## config.mk

```make
export PLATFORM = sky130hd
export DESIGN_NAME = cp0_exc_ctrl
export DESIGN_NICKNAME = d
export VERILOG_FILES = /design/src/rtl/cp0_exc_ctrl.sv
export SDC_FILE = /design/constraint.sdc
export NUM_CORES = 1
export LEC_CHECK = 0
export BUFFER_PORTS_ARGS = -buffer_cell sky130_fd_sc_hd__buf_4
export CAP_MARGIN = 20
export CORE_UTILIZATION = 55
export DETAILED_ROUTE_END_ITERATION = 10
export PLACE_DENSITY = 0.8
export SLEW_MARGIN = 30
export SYNTH_ARGS = -nofsm -noshare
export SYNTH_HDL_FRONTEND = slang
export SYNTH_SLANG_ARGS = --single-unit
```

## constraint.sdc

```tcl
create_clock -name clk -period 9.1 [get_ports clk]
set_input_delay 0.455 -clock clk [delete_from_list [all_inputs] [get_ports clk]]
set_output_delay 0.455 -clock clk [all_outputs]
set_load 0.02 [all_outputs]
```

## src/rtl/cp0_exc_ctrl.sv

```systemverilog
// Coprocessor 0 for the single-cycle MIPS core.
// Holds Count, Compare, Status, Cause and EPC, and serves MFC0/MTC0.
// Arbitrates SYSCALL/BREAK/TEQ against masked interrupts and handles ERET.
// Exception entry and return are signalled to the PC mux as one-cycle pulses.
// The Cause layout puts TI at bit 30, so DATA_W must be at least 31.
module cp0_exc_ctrl #(
    parameter int                DATA_W     = 32,
    parameter int                NUM_IRQ    = 6,
    parameter logic [DATA_W-1:0] EXC_VECTOR = 32'h0000_4180,
    parameter bit                TIMER_EN   = 1'b1
) (
    input  logic               clk,
    input  logic               rst,
    input  logic [2:0]         op,
    input  logic [4:0]         sel,
    input  logic [DATA_W-1:0]  wdata,
    input  logic               teq_cond,
    input  logic [DATA_W-1:0]  pc_in,
    input  logic [NUM_IRQ-1:0] irq,
    output logic [DATA_W-1:0]  rdata,
    output logic               exc_req,
    output logic [DATA_W-1:0]  exc_vector,
    output logic [DATA_W-1:0]  epc_out,
    output logic               eret_req
);

    localparam logic [2:0] OP_MFC0    = 3'b001;
    localparam logic [2:0] OP_MTC0    = 3'b010;
    localparam logic [2:0] OP_SYSCALL = 3'b011;
    localparam logic [2:0] OP_BREAK   = 3'b100;
    localparam logic [2:0] OP_TEQ     = 3'b101;
    localparam logic [2:0] OP_ERET    = 3'b110;

    localparam logic [4:0] SEL_COUNT   = 5'd9;
    localparam logic [4:0] SEL_COMPARE = 5'd11;
    localparam logic [4:0] SEL_STATUS  = 5'd12;
    localparam logic [4:0] SEL_CAUSE   = 5'd13;
    localparam logic [4:0] SEL_EPC     = 5'd14;

    logic [DATA_W-1:0] count_q, count_d;
    logic [DATA_W-1:0] compare_q, compare_d;
    logic              ie_q, ie_d;
    logic              exl_q, exl_d;
    logic [7:0]        im_q, im_d;
    logic [4:0]        exccode_q, exccode_d;
    logic [7:0]        ip_q, ip_d;
    logic              ti_q, ti_d;
    logic [DATA_W-1:0] epc_q, epc_d;
    logic [DATA_W-1:0] rdata_q, rdata_d;
    logic              exc_req_q, exc_req_d;
    logic              eret_req_q, eret_req_d;

    logic [5:0]        irq_ip;
    logic [DATA_W-1:0] status_val;
    logic [DATA_W-1:0] cause_val;
    logic [DATA_W-1:0] rd_val;
    logic              int_pend;
    logic              take_int;
    logic              sync_exc;
    logic [4:0]        sync_code;
    logic              ti_clr;

    // Map the external lines onto IP[7:2]; unused positions read as 0.
    genvar gi;
    generate
        for (gi = 0; gi < 6; gi++) begin : g_irq_ip
            if (gi < NUM_IRQ) begin : g_line
                assign irq_ip[gi] = irq[gi];
            end else begin : g_none
                assign irq_ip[gi] = 1'b0;
            end
        end
    endgenerate

    // Assemble the architected views of Status and Cause and the MFC0 read mux.
    always_comb begin
        status_val       = '0;
        status_val[0]    = ie_q;
        status_val[1]    = exl_q;
        status_val[15:8] = im_q;
        cause_val        = '0;
        cause_val[6:2]   = exccode_q;
        cause_val[15:8]  = ip_q;
        cause_val[30]    = ti_q;
        case (sel)
            SEL_COUNT:   rd_val = count_q;
            SEL_COMPARE: rd_val = compare_q;
            SEL_STATUS:  rd_val = status_val;
            SEL_CAUSE:   rd_val = cause_val;
            SEL_EPC:     rd_val = epc_q;
            default:     rd_val = '0;
        endcase
    end

    // Next-state logic: op decode, exception arbitration, timer and IP update.
    always_comb begin
        count_d    = count_q;
        compare_d  = compare_q;
        ie_d       = ie_q;
        exl_d      = exl_q;
        im_d       = im_q;
        exccode_d  = exccode_q;
        ip_d       = {irq_ip, ip_q[1:0]};
        ti_d       = ti_q;
        epc_d      = epc_q;
        rdata_d    = rdata_q;
        exc_req_d  = 1'b0;
        eret_req_d = 1'b0;
        sync_exc   = 1'b0;
        sync_code  = 5'd0;
        ti_clr     = 1'b0;

        // Arbitration looks only at pre-edge state, so an MTC0 to Status
        // cannot influence the same cycle's decision.
        int_pend = ie_q & ~exl_q & (|(ip_q & im_q));

        if (TIMER_EN) begin
            count_d = count_q + 1'b1;
        end

        case (op)
            OP_MFC0: rdata_d = rd_val;
            OP_MTC0: begin
                case (sel)
                    SEL_COUNT: begin
                        if (TIMER_EN) count_d = wdata;
                    end
                    SEL_COMPARE: begin
                        if (TIMER_EN) begin
                            compare_d = wdata;
                            ti_clr    = 1'b1;
                        end
                    end
                    SEL_STATUS: begin
                        ie_d  = wdata[0];
                        exl_d = wdata[1];
                        im_d  = wdata[15:8];
                    end
                    SEL_CAUSE: ip_d[1:0] = wdata[9:8];
                    SEL_EPC:   epc_d     = wdata;
                    default: ;
                endcase
            end
            OP_SYSCALL: begin
                sync_exc  = 1'b1;
                sync_code = 5'd8;
            end
            OP_BREAK: begin
                sync_exc  = 1'b1;
                sync_code = 5'd9;
            end
            OP_TEQ: begin
                if (teq_cond) begin
                    sync_exc  = 1'b1;
                    sync_code = 5'd13;
                end
            end
            OP_ERET: begin
                eret_req_d = 1'b1;
                if (exl_q) begin
                    exl_d     = 1'b0;
                    exccode_d = 5'd0;
                end
            end
            default: ;
        endcase

        // ERET and MTC0 cycles never also take an interrupt; it stays pending.
        take_int = int_pend && (op != OP_ERET) && (op != OP_MTC0);

        // Synchronous ops win over interrupts; with EXL set everything is dropped.
        if (!exl_q && (sync_exc || take_int)) begin
            epc_d     = pc_in;
            exl_d     = 1'b1;
            exccode_d = sync_exc ? sync_code : 5'd0;
            exc_req_d = 1'b1;
        end

        // Compare against next-cycle values so TI rises with Count reaching Compare.
        if (ti_clr) begin
            ti_d = 1'b0;
        end else if (TIMER_EN && (count_d == compare_d)) begin
            ti_d = 1'b1;
        end
        ip_d[7] = ip_d[7] | ti_d;
    end

    // State registers with asynchronous reset.
    always_ff @(posedge clk or posedge rst) begin
        if (rst) begin
            count_q    <= '0;
            compare_q  <= '0;
            ie_q       <= 1'b1;
            exl_q      <= 1'b0;
            im_q       <= '0;
            exccode_q  <= '0;
            ip_q       <= '0;
            ti_q       <= 1'b0;
            epc_q      <= '0;
            rdata_q    <= '0;
            exc_req_q  <= 1'b0;
            eret_req_q <= 1'b0;
        end else begin
            count_q    <= count_d;
            compare_q  <= compare_d;
            ie_q       <= ie_d;
            exl_q      <= exl_d;
            im_q       <= im_d;
            exccode_q  <= exccode_d;
            ip_q       <= ip_d;
            ti_q       <= ti_d;
            epc_q      <= epc_d;
            rdata_q    <= rdata_d;
            exc_req_q  <= exc_req_d;
            eret_req_q <= eret_req_d;
        end
    end

    assign rdata      = rdata_q;
    assign exc_req    = exc_req_q;
    assign eret_req   = eret_req_q;
    assign epc_out    = epc_q;
    assign exc_vector = EXC_VECTOR;

endmodule

```

After elaboration in Yosys (flattened, before gate mapping)

Index checks and enable logic that the tools add are counted.

Flip-flop bits (word level): 154
Input bits: 81
Output and inout bits: 98
Word-level logic and storage cells: 76

Add/subtract/negate cells: 1
Equality and inequality tests: 15
Multiplexer cells: 25
Bitwise logic cells: 5
Reductions and logical operators: 17

Operators by type and width:

| operator                                      | number |
|---|---|
| two-way mux 32 bit                            | 7 |
| one-hot mux 32 bit (5 select lines)           | 1 |
| adder 32 x 1 -> 32 bit, second input constant | 1 |
| == test 32 bit                                | 1 |
| == test 5 x 4 -> 1 bit, second input constant | 5 |
| two-way mux 5 bit                             | 4 |
| one-hot mux 4 bit (3 select lines)            | 1 |
| AND reduction 2 bit                           | 5 |
| == test 3 bit, second input constant          | 3 |
| two-way mux 1 bit                             | 9 |
| AND 8 bit                                     | 1 |
| nonzero test 2 bit                            | 4 |
| OR reduction 8 bit                            | 1 |
| == test 3 x 2 -> 1 bit, second input constant | 2 |
| != test 3 x 2 -> 1 bit, second input constant | 2 |
| two-way mux 4 bit                             | 1 |
| one-hot mux 1 bit (2 select lines)            | 2 |
| == test 3 x 1 -> 1 bit, second input constant | 1 |
| logical AND 1 bit                             | 3 |
| != test 3 bit, second input constant          | 1 |
| nonzero test 3 bit                            | 1 |
| AND 1 bit                                     | 2 |
| OR reduction 2 bit                            | 1 |
| logical NOT 1 bit                             | 1 |
| 3 further kinds                               | 3 |

Depth between registers and ports, before layout

Depth in word-level cells: 9
Depth in mapped cells: 12
Gate-level depth less buffers: 10

Worst setup path after synthesis

Ideal clock, no wire load.

Path kind: input to register
Start: input sel[2]
End: register ip_q[7]
Setup time: 77 ps
Arrival time: 2707 ps
Required time: 9023 ps
Slack: 6316 ps
Cell stages on the path: 10
Path buffers: 1
Path through: buf_6 or4b_4 nor2_1 mux2_2 mux2_2 o21ai_0 nand4_1 and4bb_1 nand4_1 o21ai_1

Cells in the longest elaborated chain, start to end: 7
Elaborated cells on any way between the ends: 12
Those cells by class: eq/ne: 3; mux: 8; bitwise: 1

RTL lines:

| item                   | line | source |
|---|---|---|
| start, declared        | 15   | `input logic [4:0] sel,` |
| == test 5 x 4 -> 1 bit | 124  | `case (sel)` |
| two-way mux 32 bit     | 124  |  |
| two-way mux 32 bit     | 121  | `case (op)` |
| via compare_d[15]      | 41   | `logic [DATA_W-1:0] compare_q, compare_d;` |
| == test 32 bit         | 182  | `end else if (TIMER_EN && (count_d == compare_d)) begin` |
| two-way mux 1 bit      | 182  |  |
| two-way mux 1 bit      | 180  | `if (ti_clr) begin` |
| OR 1 bit               | 185  | `ip_d[7] = ip_d[7] \| ti_d;` |
| via ip_d[7]            | 46   | `logic [7:0] ip_q, ip_d;` |
| end signal, assigned   | 210  | `ip_q <= ip_d;` |
| end, declared          | 46   |  |

The timed path passes the listed nets, and every way through them passes these cells.
A chain may end at the register's enable or synchronous reset.

Worst setup path after layout

Start: register count_q[4]
End: register ti_q

Cells in the longest elaborated chain, start to end: 6

RTL lines:

| item                     | line | source |
|---|---|---|
| start, declared          | 40   | `logic [DATA_W-1:0] count_q, count_d;` |
| start signal, assigned   | 204  | `count_q <= count_d;` |
| adder 32 x 1 -> 32 bit * | 118  | `count_d = count_q + 1'b1;` |
| two-way mux 32 bit       | 124  |  |
| two-way mux 32 bit *     | 121  |  |
| via count_d[31]          | 40   |  |
| == test 32 bit *         | 182  |  |
| two-way mux 1 bit *      | 182  |  |
| two-way mux 1 bit *      | 180  |  |
| via ti_d                 | 47   | `logic ti_q, ti_d;` |
| end signal, assigned     | 211  | `ti_q <= ti_d;` |
| end, declared            | 47   |  |

The timed path passes the listed nets; every way through them passes the cells marked *.

==> summary.md <==
The number of clock buffers added by TritonCTS is 17. The run gives 7941 as the detailed-route via count. Counting along the longest clock path gives a buffer depth of 2.

In this design, the stage delay of the slowest critical-path cell is 810 ps. The worst setup path is of the reg2reg kind. Number of distinct library cells after synthesis: 73. The worst-case IR drop observed on VDD is 0.2014 mV. The fraction of the yosys area taken by sequential cells came out at 0.4372.

At the end of routability-driven placement, the weighted congestion stood at 0.9097. Summing all flip-flop and latch instances after layout gives 3805 µm². Port buffering added 146 buffers. The first TritonRoute pass finished after 5 iterations. Total detailed-routing wirelength: 25190 µm. The startpoint type of the worst setup path was a register. After filler insertion, the fill cell instance count of the layout stands at 1219. The total of flip-flops plus latches after synthesis is 152. The number of pins exceeding their max-slew limit in the final report is 0, and the arithmetic-cell share of the synthesized area counting full adders, half adders and majority gates is 0.001438.

The power per standard cell area is 212.6 nW/µm², and the detailed-route DRC error count is 0. The path depth of the worst reg2reg path came out at 9. The tools report the number of primary I/O pins as 179. Summing every instance area after synthesis gives 8702 µm².

The flow ran to the end, and the final reports show no timing, DRC or antenna violations. The logs give 997 for the gate count after technology mapping and 5860 ps for the setup slack on the worst flop-to-flop path. For the number of nets still failing antenna checks after routing, the log shows 0. Walking the worst path, the cells encountered are nand4_1, nor4_1, and4bb_2, xnor2_1, a21oi_1, xnor2_1, nor4bb_1, nand4_1, o21ai_1. For the pin with the worst max-slew slack, the measured transition is 814.1 ps. The count of endpoints failing setup in the final report was 0; the leakage dissipation was 4.954 nW.

The core footprint was 15310 µm². For the worst-skew pair, the clock arrives at the later sink with an insertion delay of 430 ps. Clock-pin slew was measured on the worst setup and hold paths at 60 ps. By area, the combinational part of the netlist is dominated by simple AND/OR/NAND/NOR gates.

The leading cell type in the layout, fill and taps excluded is nand2_1. The die covers 16330 µm². For the number of antenna violations at the first check in global routing, the log shows 0.

Based on the critical path, the design can be clocked at up to 0.3086 GHz. The effective utilization at floorplan was 0.5682. The slowest stage of the critical path is the nor4_1 cell. Fraction of final layout cells with drive strength greater than 1: 0.1954. Summed over all layers, the global routing overflow is 0. Setup repair after global routing left no endpoint under its margin. The clock net in this run drives a total of 152 sinks. The final count of hold timing violations is 0. The category of the worst setup path capture point was a register. The synthesized design contains 0 enable-type register cells. Summing all multi-input logic gate instances after layout gives 4466 µm². The hold buffer count at CTS was 0; the fraction of registers with async set/reset was 1.000. Leaving out fill and tap cells, the most frequent cells in the layout are 233 x nand2_1, 160 x buf_4, 151 x dfrtp_1. TritonCTS built the clock tree. The final design area excluding fillers was 10470 µm²; the mean instance size in the synthesized netlist was 8.728 µm².

The tightest min-delay check is of the in2async type. For the worst setup path, the data arrival time is 3590 ps. Between clock sinks in the finished design, the worst skew comes to 7.490 ps. Measured along the y axis, the die boundary spans 127.8 µm. The tools report the normalized max-slew margin as 0.4523.

The run gives 17020 µm as the placed wire-length estimate. The basic-gate share of the synthesized area counting and, or, nand and nor cells is 0.2055. The number of max-cap violations was 0. Dividing the detail-routed via count by the number of cells gives 5.939. The number of antenna diodes in the final layout is 0. In this run the worst path has a maximum fanout of 7.

The first global-routing pass estimated 40010 µm of wire. Share of the synthesized netlist area taken by xor and xnor gates: 0.05938. At the end of the flow, the number of nets in the layout was 1195. The detail-routed net length per standard cell is 18.84 µm, and the post-route clock period utilization is 0.3561. In this run the critical register-to-register path is launched from count_q[4]. The number of standard-cell rows in the floorplan came out at 45.

For the maximum level of the CTS H-tree, the log shows 4. Once placement completed, the tool counted placed cells totaling 1305. The worst register-to-register path ends at ti_q. Measured along the x axis, the die boundary spans 127.8 µm. The synthesized-area fraction occupied by ao, oa, aoi and oai cells is 0.1898, and the overall fraction of global-route tracks in use is 0.3196. The count of placed standard cells in the final layout, fillers left out was 1337; the sum of negative setup slack was 0 ps.

The run gives 83 as the maximum number of pins on one net before global-route repair. The mux share of post-synthesis cell area came out at 0.03983. Once the clock tree was built, the resizer swapped 0 gates to a different size.

For the yosys synthesis warning count, the log shows 0. In this run the clock root is driven by a clkbuf_16. Summing all placed instances gives a cell area of 9838 µm².

For this block, the initial DRC count from the detailed router was 794. The main flop type after synthesis is dfrtp_1. The required time of the worst setup path was 9450 ps. The area added between synthesis and finish was 20.36%; the via count of the first global-routing pass was 7471. The power after layout is 2.227 mW, and the final critical delay including setup and external delays is 3240 ps. The tools report the buffers inserted during post-CTS setup optimization as 0.
-- Yosys cell counts, types with 5 or more instances --
cell | n | area [µm²]
nand2_1 | 234 | 878.3
nor3_1 | 24 | 120.1
mux2_2 | 13 | 146.4
nand4_1 | 16 | 100.1
nor4_1 | 10 | 62.56
dfrtp_1 | 151 | 3779
o21ai_0 | 42 | 210.2
or3_1 | 6 | 37.54
inv_1 | 23 | 86.33
a221oi_1 | 10 | 87.58
xor2_1 | 20 | 175.2
buf_1 | 9 | 33.78
nand2b_1 | 6 | 37.54
nor2_1 | 60 | 225.2
buf_4 | 32 | 240.2
mux2i_1 | 20 | 200.2
nand3_1 | 9 | 45.04
xnor2_1 | 39 | 341.6
a211o_1 | 5 | 43.79
o211ai_1 | 6 | 45.04
a211oi_1 | 5 | 37.54
o22ai_1 | 6 | 37.54
clkbuf_1 | 46 | 172.7
a31oi_1 | 5 | 31.28
buf_2 | 6 | 30.03
a221o_1 | 5 | 50.05
a21oi_1 | 38 | 190.2
a22oi_1 | 58 | 435.4
a22o_1 | 29 | 254.0
-- metrics by stage --
| step | hold slack (ps) | worst slack (ps) | util |
|---|---|---|---|
| finish | 98.77 | 5860 | 0.6839 |
| global route | 116.6 | 5693 | 0.6839 |
| CTS | 118.6 | 5972 | 0.6839 |
| detailed placement | 480.0 | 5818 | 0.6424 |
| global placement | 465.1 | 5889 | 0.6422 |
| floorplan | 439.1 | 4554 | - |
-- layout make-up --
class	count	area share
Clock buffer	19	0.04229
Clock inverter	13	0.01840
Inverter	23	0.008721
Multi-Input combinational cell	758	0.4264
Sequential cell	152	0.3633
Tap cell	211	0.02521
Timing Repair Buffer	161	0.1158
-- worst max-delay path, delay by kind of cell (launching register included) --
kind,cells,cell delay (ps)
xor+xnor,2,350
compound gates,2,280
flops,1,520
simple gates,5,2020
-- state kept, by name (all words and copies together) (netlist names), 3 cells and up --
register,count
rdata,32
epc_out,32
im_q,8
count_q,32
ip_q,8
compare_q,32
exccode_q,3
-- layer usage --
metal  up-vias  part of all wire  GRT usage
li1       3701                 -          -
met1      3804              0.42     0.4296
met2       386              0.47     0.5160
met3        50             0.078    0.06469
met4         0             0.025     0.1121
met5         -                 0          0
-- power breakdown --
group          switching [mW]  internal (mW)
clock                   0.297          0.470
sequential              0.132          0.787
combinational           0.307          0.234
total                   0.737           1.49
-- worst max path at each step --
stage	endpoint	depth (start not counted)	startpoint
after floorplan	compare_q[0]	1	rst
after global placement	ip_q[7]	11	sel[2]
after detailed placement	ip_q[7]	11	sel[2]
after CTS	ip_q[7]	10	count_q[0]
after global routing	ti_q	10	count_q[0]
final	ti_q	9	count_q[4]
-- cells by family after synthesis --
group	Yosys count
other	2
AND/OR/NAND/NOR	398
buffers and inverters	117
XOR/XNOR	59
AO/OA/AOI/OAI	235
flip-flops	152
multiplexers	33
adder cells (fa/ha/maj)	1
No activity file was read; power rests on OpenSTA's default activity.
